**config.mk**
```make
export PLATFORM = sky130hd
export DESIGN_NAME = uart_tx_serializer_flat
export DESIGN_NICKNAME = d
export VERILOG_FILES = /design/src/rtl/uart_tx_serializer_pkg.sv /design/src/rtl/uart_tx_serializer_if.sv /design/src/rtl/uart_tx_serializer_baud_cnt.sv /design/src/rtl/uart_tx_serializer.sv /design/src/flat_wrapper.sv
export SDC_FILE = /design/constraint.sdc
export NUM_CORES = 1
export LEC_CHECK = 0
export ABC_AREA = 0
export CORE_MARGIN = 8
export CORE_UTILIZATION = 50
export CTS_CLUSTER_DIAMETER = 150
export CTS_CLUSTER_SIZE = 8
export DETAILED_ROUTE_END_ITERATION = 6
export GPL_TIMING_DRIVEN = 0
export PLACE_DENSITY = 0.77
export RECOVER_POWER = 100
export SLEW_MARGIN = 25
export SYNTH_ARGS = -nofsm -noshare
export SYNTH_HDL_FRONTEND = slang
export SYNTH_SLANG_ARGS = --single-unit
```
**constraint.sdc**
```tcl
create_clock -name clk -period 2.05 [get_ports clk]
set_input_delay 0.41 -clock clk [delete_from_list [all_inputs] [get_ports clk]]
set_output_delay 0.41 -clock clk [all_outputs]
set_load 0.02 [all_outputs]
```
**src/rtl/uart_tx_serializer_pkg.sv**
```systemverilog
// -----------------------------------------------------------------------------
// uart_tx_pkg
// Shared definitions for the UART transmit serializer.
//   - FSM state encodings (3-bit, legacy-compatible localparams)
//   - clog2() helper used to size the baud counter and the bit index
// Optional feature macro used by the importing files: UART_TX_PARITY_EN
// -----------------------------------------------------------------------------
package uart_tx_pkg;

    localparam logic [2:0] IDLE   = 3'd0;
    localparam logic [2:0] START  = 3'd1;
    localparam logic [2:0] DATA   = 3'd2;
    localparam logic [2:0] PARITY = 3'd3;
    localparam logic [2:0] STOP   = 3'd4;

    // Width needed to hold 0..value-1; never less than one bit.
    function automatic int clog2(input int value);
        int w;
        w = 1;
        while ((1 << w) < value) begin
            w = w + 1;
        end
        return w;
    endfunction

endpackage

```
**src/rtl/uart_tx_serializer_if.sv**
```systemverilog
// -----------------------------------------------------------------------------
// uart_tx_serializer_if
// Bundles the register-file side of the UART transmitter.
//   p_data      parallel byte to send (sampled on frame start)
//   data_valid  level request from the control register
//   tx_out      serial line, idle high
//   busy        frame in progress
//   tx_done     one-cycle pulse at frame completion
// Modports: master = register file side, slave = serializer side.
// Optional feature macro (used by the serializer): UART_TX_PARITY_EN
// -----------------------------------------------------------------------------
interface uart_tx_serializer_if #(
    parameter int DATA_WIDTH = 8
);
    logic [DATA_WIDTH-1:0] p_data;
    logic                  data_valid;
    logic                  tx_out;
    logic                  busy;
    logic                  tx_done;

    modport master (
        output p_data,
        output data_valid,
        input  tx_out,
        input  busy,
        input  tx_done
    );

    modport slave (
        input  p_data,
        input  data_valid,
        output tx_out,
        output busy,
        output tx_done
    );
endinterface

```
**src/rtl/uart_tx_serializer_baud_cnt.sv**
```systemverilog
// -----------------------------------------------------------------------------
// uart_tx_baud_cnt
// Baud counter for the UART serializer: counts 0..CLKS_PER_BIT-1 and flags
// the last count of each serial bit.
// Ports:
//   clk        system clock
//   rst        asynchronous, active-low reset
//   clr_i      state-entry strobe from the FSM; next count is 0
//   bit_end_o  high during the last clk of the current serial bit
// Optional feature macro of the enclosing design: UART_TX_PARITY_EN (unused here)
// -----------------------------------------------------------------------------
module uart_tx_baud_cnt
    import uart_tx_pkg::*;
#(
    parameter int CLKS_PER_BIT = 16
) (
    input  logic clk,
    input  logic rst,
    input  logic clr_i,
    output logic bit_end_o
);
    localparam int               CNT_W    = clog2(CLKS_PER_BIT);
    localparam logic [CNT_W-1:0] CNT_LAST = CNT_W'(CLKS_PER_BIT - 1);

    logic [CNT_W-1:0] cnt_q;
    logic [CNT_W-1:0] cnt_d;

    always_comb begin
        cnt_d = cnt_q + CNT_W'(1);
        if (clr_i || (cnt_q == CNT_LAST)) begin
            cnt_d = '0;
        end
    end

    always_ff @(posedge clk or negedge rst) begin
        if (!rst) begin
            cnt_q <= '0;
        end else begin
            cnt_q <= cnt_d;
        end
    end

    assign bit_end_o = (cnt_q == CNT_LAST);

endmodule

```
**src/rtl/uart_tx_serializer.sv**
```systemverilog
// -----------------------------------------------------------------------------
// uart_tx_serializer
// UART transmit engine. On a rising edge of data_valid while idle it captures
// p_data and sends start bit, DATA_WIDTH data bits LSB first, an optional
// parity bit and a stop bit, each CLKS_PER_BIT clks long.
// Ports:
//   clk   system clock
//   rst   asynchronous, active-low reset
//   bus   uart_tx_serializer_if.slave (p_data, data_valid in; tx_out, busy,
//         tx_done out)
// Optional feature macro: UART_TX_PARITY_EN -- inserts a PARITY state after
// DATA and adds parameter PAR_ODD (0 = even, 1 = odd parity).
// -----------------------------------------------------------------------------
module uart_tx_serializer
    import uart_tx_pkg::*;
#(
    parameter int DATA_WIDTH   = 8,
    parameter int CLKS_PER_BIT = 16
`ifdef UART_TX_PARITY_EN
    ,
    parameter bit PAR_ODD      = 1'b0
`endif
) (
    input  logic                  clk,
    input  logic                  rst,
    uart_tx_serializer_if.slave   bus
);
    localparam int               IDX_W    = clog2(DATA_WIDTH);
    localparam logic [IDX_W-1:0] IDX_LAST = IDX_W'(DATA_WIDTH - 1);

    logic [2:0]            state_q,  state_d;
    logic [DATA_WIDTH-1:0] shift_q,  shift_d;
    logic [IDX_W-1:0]      idx_q,    idx_d;
    logic                  valid_q;
    logic                  tx_q,     tx_d;
    logic                  busy_q,   busy_d;
    logic                  done_q,   done_d;
`ifdef UART_TX_PARITY_EN
    logic                  par_q,    par_d;
`endif

    logic start;
    logic bit_end;
    logic cnt_clr;

    // Counter is held at zero while idle and restarts on every state change,
    // so each non-idle state lasts exactly CLKS_PER_BIT clks.
    assign cnt_clr = (state_d != state_q) || (state_q == IDLE);

    uart_tx_baud_cnt #(
        .CLKS_PER_BIT (CLKS_PER_BIT)
    ) u_baud_cnt (
        .clk       (clk),
        .rst       (rst),
        .clr_i     (cnt_clr),
        .bit_end_o (bit_end)
    );

    // Edge-qualified start: a held level sends one frame, edges while busy drop.
    assign start = bus.data_valid && !valid_q && (state_q == IDLE);

    always_comb begin
        state_d = state_q;
        shift_d = shift_q;
        idx_d   = idx_q;
`ifdef UART_TX_PARITY_EN
        par_d   = par_q;
`endif
        case (state_q)
            IDLE: begin
                if (start) begin
                    state_d = START;
                    shift_d = bus.p_data;
                    idx_d   = '0;
`ifdef UART_TX_PARITY_EN
                    par_d   = (^bus.p_data) ^ PAR_ODD;
`endif
                end
            end
            START: begin
                if (bit_end) begin
                    state_d = DATA;
                end
            end
            DATA: begin
                if (bit_end) begin
                    shift_d = shift_q >> 1;
                    if (idx_q == IDX_LAST) begin
`ifdef UART_TX_PARITY_EN
                        state_d = PARITY;
`else
                        state_d = STOP;
`endif
                    end else begin
                        idx_d = idx_q + IDX_W'(1);
                    end
                end
            end
`ifdef UART_TX_PARITY_EN
            PARITY: begin
                if (bit_end) begin
                    state_d = STOP;
                end
            end
`endif
            STOP: begin
                if (bit_end) begin
                    state_d = IDLE;
                end
            end
            default: begin
                state_d = IDLE;
            end
        endcase

        // Line level is decoded from the next state so tx_out can be registered
        // without adding a cycle of latency.
        case (state_d)
            START:   tx_d = 1'b0;
            DATA:    tx_d = shift_d[0];
`ifdef UART_TX_PARITY_EN
            PARITY:  tx_d = par_d;
`endif
            default: tx_d = 1'b1;
        endcase

        busy_d = (state_d != IDLE);
        done_d = (state_q == STOP) && bit_end;
    end

    always_ff @(posedge clk or negedge rst) begin
        if (!rst) begin
            state_q <= IDLE;
            shift_q <= '0;
            idx_q   <= '0;
            valid_q <= 1'b0;
            tx_q    <= 1'b1;
            busy_q  <= 1'b0;
            done_q  <= 1'b0;
`ifdef UART_TX_PARITY_EN
            par_q   <= 1'b0;
`endif
        end else begin
            state_q <= state_d;
            shift_q <= shift_d;
            idx_q   <= idx_d;
            valid_q <= bus.data_valid;
            tx_q    <= tx_d;
            busy_q  <= busy_d;
            done_q  <= done_d;
`ifdef UART_TX_PARITY_EN
            par_q   <= par_d;
`endif
        end
    end

    assign bus.tx_out  = tx_q;
    assign bus.busy    = busy_q;
    assign bus.tx_done = done_q;

endmodule

```
**src/flat_wrapper.sv**
```systemverilog
// flat-port wrapper written by rule: the top's interface ports become plain ports
module uart_tx_serializer_flat import uart_tx_pkg::*;
#(
    parameter int DATA_WIDTH   = 8,
    parameter int CLKS_PER_BIT = 16

)
  (clk, rst, bus_p_data, bus_data_valid, bus_tx_out, bus_busy, bus_tx_done);
  uart_tx_serializer_if #(.DATA_WIDTH(DATA_WIDTH)) bus_i ();
  input  logic clk;
  input  logic rst;
  input wire logic [$bits(bus_i.p_data)-1:0] bus_p_data;
  input wire logic [$bits(bus_i.data_valid)-1:0] bus_data_valid;
  output wire logic [$bits(bus_i.tx_out)-1:0] bus_tx_out;
  output wire logic [$bits(bus_i.busy)-1:0] bus_busy;
  output wire logic [$bits(bus_i.tx_done)-1:0] bus_tx_done;
  assign bus_i.p_data = bus_p_data;
  assign bus_i.data_valid = bus_data_valid;
  assign bus_tx_out = bus_i.tx_out;
  assign bus_busy = bus_i.busy;
  assign bus_tx_done = bus_i.tx_done;
  uart_tx_serializer #(.DATA_WIDTH(DATA_WIDTH), .CLKS_PER_BIT(CLKS_PER_BIT)) u_core (.clk(clk), .rst(rst), .bus(bus_i));
endmodule
```
# Yosys cells after proc, flatten, opt, wreduce, memory -nomap -nowiden
# Cells that the tools add are included.
dict set report word_totals {
  regBits 22
  out_inout_bits 3
}
dict set report classes {
  mux 15
  reduce_logical 11
  eq_ne 11
  addsub 2
}
# cell n
set ops {}
lappend ops {{$mux W3} 8}
lappend ops {{$mux W8} 2}
lappend ops {{$pmux W8 S2} 1}
lappend ops {{$pmux W3 S4} 1}
lappend ops {{$eq A3 B1 Y1 const B} 2}
lappend ops {{$eq A3 B2 Y1 const B} 2}
lappend ops {{$eq A3 B3 Y1 const B} 2}
lappend ops {{$pmux W3 S2} 1}
lappend ops {{$add A4 B1 Y4 const B} 1}
lappend ops {{$eq A4 B4 Y1 const B} 1}
lappend ops {{$mux W4} 1}
lappend ops {{$ne A2 B1 Y1 const B} 2}
lappend ops {{$reduce_and A4 Y1} 1}
lappend ops {{$add A3 B1 Y3 const B} 1}
lappend ops {{$logic_and A1 B1 Y1} 3}
lappend ops {{$logic_not A3 Y1} 1}
lappend ops {{$ne A3 B3 Y1} 1}
lappend ops {{$reduce_and A3 Y1} 1}
lappend ops {{$reduce_bool A3 Y1} 1}
lappend ops {{$logic_or A1 B1 Y1} 2}
lappend ops {{$ne A2 B2 Y1 const B} 1}
lappend ops {{$pmux W1 S2} 1}
lappend ops {{$reduce_bool A2 Y1} 1}
lappend ops {{$logic_not A1 Y1} 1}

# Depth between registers and ports, before layout
dict set report depth {
  ltp_word 9
  ltp_mapped 6
  depth_no_buf 5
}

# By module
# From an unflattened synthesis, not the netlist that was laid out.
dict set report hier_totals {
  cells_unflattened 94
  hier_area_um2 1072.3
}
# module instances area_per_inst_um2 cells_per_inst
set modules_own_cells {}
lappend modules_own_cells {uart_tx_serializer 1 900.9 81}
lappend modules_own_cells {uart_tx_baud_cnt 1 171.4 13}

# Least setup slack after synthesis
# OpenSTA, ideal clock, no wires.
dict set report synth_path {
  path_type {reg-to-reg}
  start {reg u_core.u_baud_cnt.cnt_q[0]}
  end {reg u_core.busy_q, in the netlist u_core.bus.busy}
  n_path_buf 0
  required_ns 1.919
  setup_ns 0.131
  slack_ns 0.546
  path_stages_with_launch 6
  period_less_slack_ns 1.504
  arrival_time_ns 1.372
  path_cell_list {dfrtp_1 -> ha_1 -> and3_1 -> nand2_1 -> a22o_1 -> or3_1}
}
dict set report synth_between {
  elab_chain_cells 4
  word_cells_on_any_way 6
}
# element line
set synth_rtl {}
lappend synth_rtl {{start: declaration} uart_tx_serializer_baud_cnt.sv:25} ;# logic [CNT_W-1:0] cnt_q;
lappend synth_rtl {{start signal: assignment} uart_tx_serializer_baud_cnt.sv:39} ;# cnt_q <= cnt_d;
lappend synth_rtl {{$eq A4 B4 Y1 (*)} uart_tx_serializer_baud_cnt.sv:43} ;# assign bit_end_o = (cnt_q == CNT_LAST);
lappend synth_rtl {{$mux W3, on equally long branches} {uart_tx_serializer.sv:107, uart_tx_serializer.sv:81, uart_tx_serializer.sv:86}}
lappend synth_rtl {{$pmux W3 S4 (*)} uart_tx_serializer.sv:69} ;# case (state_q)
lappend synth_rtl {{via u_core.state_d[1]} uart_tx_serializer.sv:31} ;# logic [2:0] state_q, state_d;
lappend synth_rtl {{$reduce_bool A3 Y1 (*)} uart_tx_serializer.sv:127} ;# busy_d = (state_d != IDLE);
lappend synth_rtl {{via u_core.busy_d} uart_tx_serializer.sv:36} ;# logic busy_q, busy_d;
lappend synth_rtl {{end signal: assignment} uart_tx_serializer.sv:149} ;# busy_q <= busy_d;
lappend synth_rtl {{end: declaration} uart_tx_serializer.sv:36}
# Mark *: on every way through the listed nets, which the timed path passes. The rest lies on a longest branch.
# A chain may end at the register's enable or synchronous reset.

# Worst setup path in the final report
dict set report layout_path {
  start {reg u_core.tx_q, in the netlist u_core.bus.tx_out}
  end {out bus_tx_out}
}
# element line
set layout_lines {}
lappend layout_lines {{start: declaration} uart_tx_serializer.sv:35} ;# logic tx_q, tx_d;
lappend layout_lines {{start signal: assignment} uart_tx_serializer.sv:148} ;# tx_q <= tx_d;
lappend layout_lines {{end: declaration} flat_wrapper.sv:14} ;# output wire logic [$bits(bus_i.tx_out)-1:0] bus_tx_out;
# No word-level cell between the ends.

==> impl_results.md <==
* DIE AREA at between 0.003 and 0.004 mm2
* Final ANT Viol Nets at 0
* Syn. warnings at 0
* Vias at around 660
* Clock share of power at approximately 20%
* Post-synthesis sequential element count at 22
* Core area at ~0.0019 mm2
* Worst setup path startpoint: u_core.bus.tx_out
* PwrDens at ~1000 mW/mm2
* Clock buffer count from CTS at 3
* Internal at between 800 and 900 uW
* Most frequent cell after synthesis: dfrtp_1
* Combinational fraction of design power at between 20 and 25%
* Synth top area share at between 50% and 60%
* Max Cap Viol at 0
* Filler cells at ~170
* Buf/Inv on CP at 1
* Async set-reset flop share out of synthesis at 100.0%
* Final min period at 1.916 ns
* Dpl hpwl at around 1.3 mm
* Worst slack at placement at roughly 0.25 ns
* Leak Pwr at 0.5605 nW
* Number of hold buffers added after CTS at 0
* # diodes at 0
* Post-synthesis xor/xnor area fraction at ~2.7%
* CP startpoint kind: flop
* Sequential fraction of the synthesis area at between 50% and 60%
* Clk_lat worst skew at between 0.3 and 0.4 ns
* IO Count at 14
* Critical path endpoint category: primary output
* Setup TNS at 0 ns
* DRT Pass-1 Iters at 3
* Final Setup Violations at 0
* Drc violations at 0
* Syn avg cell area at 12.15 um2
* Fin area at 0.001147 mm2
* Number of flops mapped to enable cells by yosys at 0
* Netlist cell types at 28
* Worst r2r src: u_core.u_baud_cnt.cnt_q[0]
* Arr. time, crit path at 1.51 ns
* Max frequency at between 0.5 and 0.6 GHz
* RSZ-0062 raised after global routing: no
* Initial core utilization at between 50% and 60%
* Sequential share of power at between 50% and 60%
* Crit Path Max Fanout at 1
* Post-synthesis cell type with the largest combined area: dfrtp_1
* Portion of netlist area occupied by mux cells at approximately 1.2%
* Highest routed layer: met4
* Die width at about 60 um
* Post-synth top flop: dfrtp_1
* Largest family of logic cells by synthesized area: compound AO/OA/AOI/OAI gates
* Mapped Cells at 79
* Fin crit share at between 90% and 100%
* CTS resizes at 0
* Vias per inst at between 5 and 6
* Adder-cell share of the synthesized area at between 3 and 4%
* Root Driver: clkbuf_4
* Final hold violations at 0
* DP Area at around 0.0011 mm2
* Worst Path Required at around 1.6 ns
* WL met3 at ~86 um
* Share of layout cells above drive strength 1 at 9.375%
* Wire per inst at about 15 um
* Slew HR at 23.38%
* Grt ovf at 0
* Htree depth at 1
* Final nets at around 110
* Cell Rows at 16
* First-pass GRT wire length at around 3.2 mm
* Non-filler instance count after layout at around 120
* Largest net degree at the start of global routing at 23
* CTS clk-pin slew, worst paths at approximately 0.12 ns
* Clock buffer depth at 2
* Outcome: finished clean
* Critical path cell sequence: dlygate4sd3_1
* Post-synth design cell area at roughly 960 um2
* Synth-to-layout area growth at 19.56%
* Worst Clk Skew at around 0.0050 ns
* Worst slew pin tran at roughly 1.1 ns
* GPL Wtd Cong at 0.7879
* M1 WL at 777 um
* Postcts setup bufs at 0
* Worst min path class: primary input to async pin
* Total Wirelength at around 1.8 mm
* DR iter-0 viols at 3
* Placed Instances at 119
* Die Height at approximately 60 um
* NetSw at between 300 and 400 uW
* Worst stage delay on the critical path at between 0.6 and 0.7 ns
* Simple-gate share of the synthesized area at between 10 and 15%
* Buffers on Ports at 13
* Final Util at 60.97%
* Synth area leaders: dfrtp_1 55%, a22o_1 9.1%, a21o_1 5.5%
* Vias in the first global route at ~720
* Switching share of total power at ~29%
* VDD IR-drop max at 0.0007128 V
* Worst Setup Path Type: flop to primary output
* # clock sinks at 22
* CTS tree: done
* Synth Area in Compound Gates at a little under a fifth
* Commonest cells post-synth: 21 x dfrtp_1, 10 x a22o_1, 7 x a21o_1, 7 x nor2_1, 4 x nand2_1
* Synthesized Nets at between 90 and 100
* Antenna violations before repair at 0
* Met2 wire len at ~880 um
* Slew Limit Fails at 0
* Final setup margin at ~0.13 ns
* GRT Resource Usage Total at roughly 12%
* Slowest cell on crit path: dlygate4sd3_1
* CP top delay family: buffers and inverters
kinds of logic after synthesis:
logic type | Yosys count
fa+ha+maj | 3
flops | 22
mux | 1
compound gates | 23
buf+inv | 3
xor+xnor | 3
simple gates | 24
sequential cells by signal, summed over array words and instances, names as in the netlist:
name / count
u_core.shift_q: 8
u_core.bus.tx_out: 1
u_core.state_q: 3
u_core.bus.busy: 1
u_core.u_baud_cnt.cnt_q: 4
u_core.idx_q: 3
u_core.valid_q: 1
u_core.bus.tx_done: 1
cells in the final DEF, fill, tap and decap left out, drive strengths merged, types with 3 or more instances in the layout:
cell / instances
dlygate4sd3: 4
a21o: 7
dfrtp: 21
clkbuf: 5
clkdlybuf4s50: 8
nand2: 4
nor2: 8
a22o: 10
and3: 3
ha: 3
final timing paths:
path                                         endpoint  slack [ns]  cells past startpoint
max                                        bus_tx_out        0.13                      1
min                        u_core.u_baud_cnt.cnt_q[3]        0.29                      1
max reg2reg                         u_core.shift_q[7]        0.27                      6
min reg2reg                u_core.u_baud_cnt.cnt_q[0]        0.47                      1
max in group asynchronous           u_core.shift_q[5]        1.08                      1
min in group clk           u_core.u_baud_cnt.cnt_q[0]        0.47                      1
final cells by class:
cell class,count,area (um2),area share (%)
flip-flops and latches,22,551.8,48.09
multi-input cells,54,381.6,33.26
repair buffers,13,123.9,10.80
clock buffers,4,36.28,3.162
well taps,27,33.78,2.944
plain buffers,2,16.27,1.418
inverters,1,3.754,0.3272
through the flow:
step	power, mW	hold WS, ns
after detailed placement	0.9710	0.4519
after CTS	1.208	0.4683
after global routing	1.271	0.3807
after floorplan	0.8613	0.1144
after global placement	0.9481	0.4478
final	1.185	0.2899
power groups by stage:
stage / Sequential (mW) / Clock (mW) / Combinational (mW)
after floorplan: 0.664 / 0 / 0.197
after global placement: 0.660 / 0 / 0.288
after detailed placement: 0.669 / 0 / 0.302
after CTS: 0.659 / 0.245 / 0.304
after global routing: 0.675 / 0.264 / 0.333
final: 0.657 / 0.237 / 0.291
layer usage:
layer  vias up  track usage (%)
met1       314            13.01
li1        324                -
met4         0            6.803
met2        15            19.69
met3         6            5.161
met5         -                0
(Power assumes the default switching activity.)
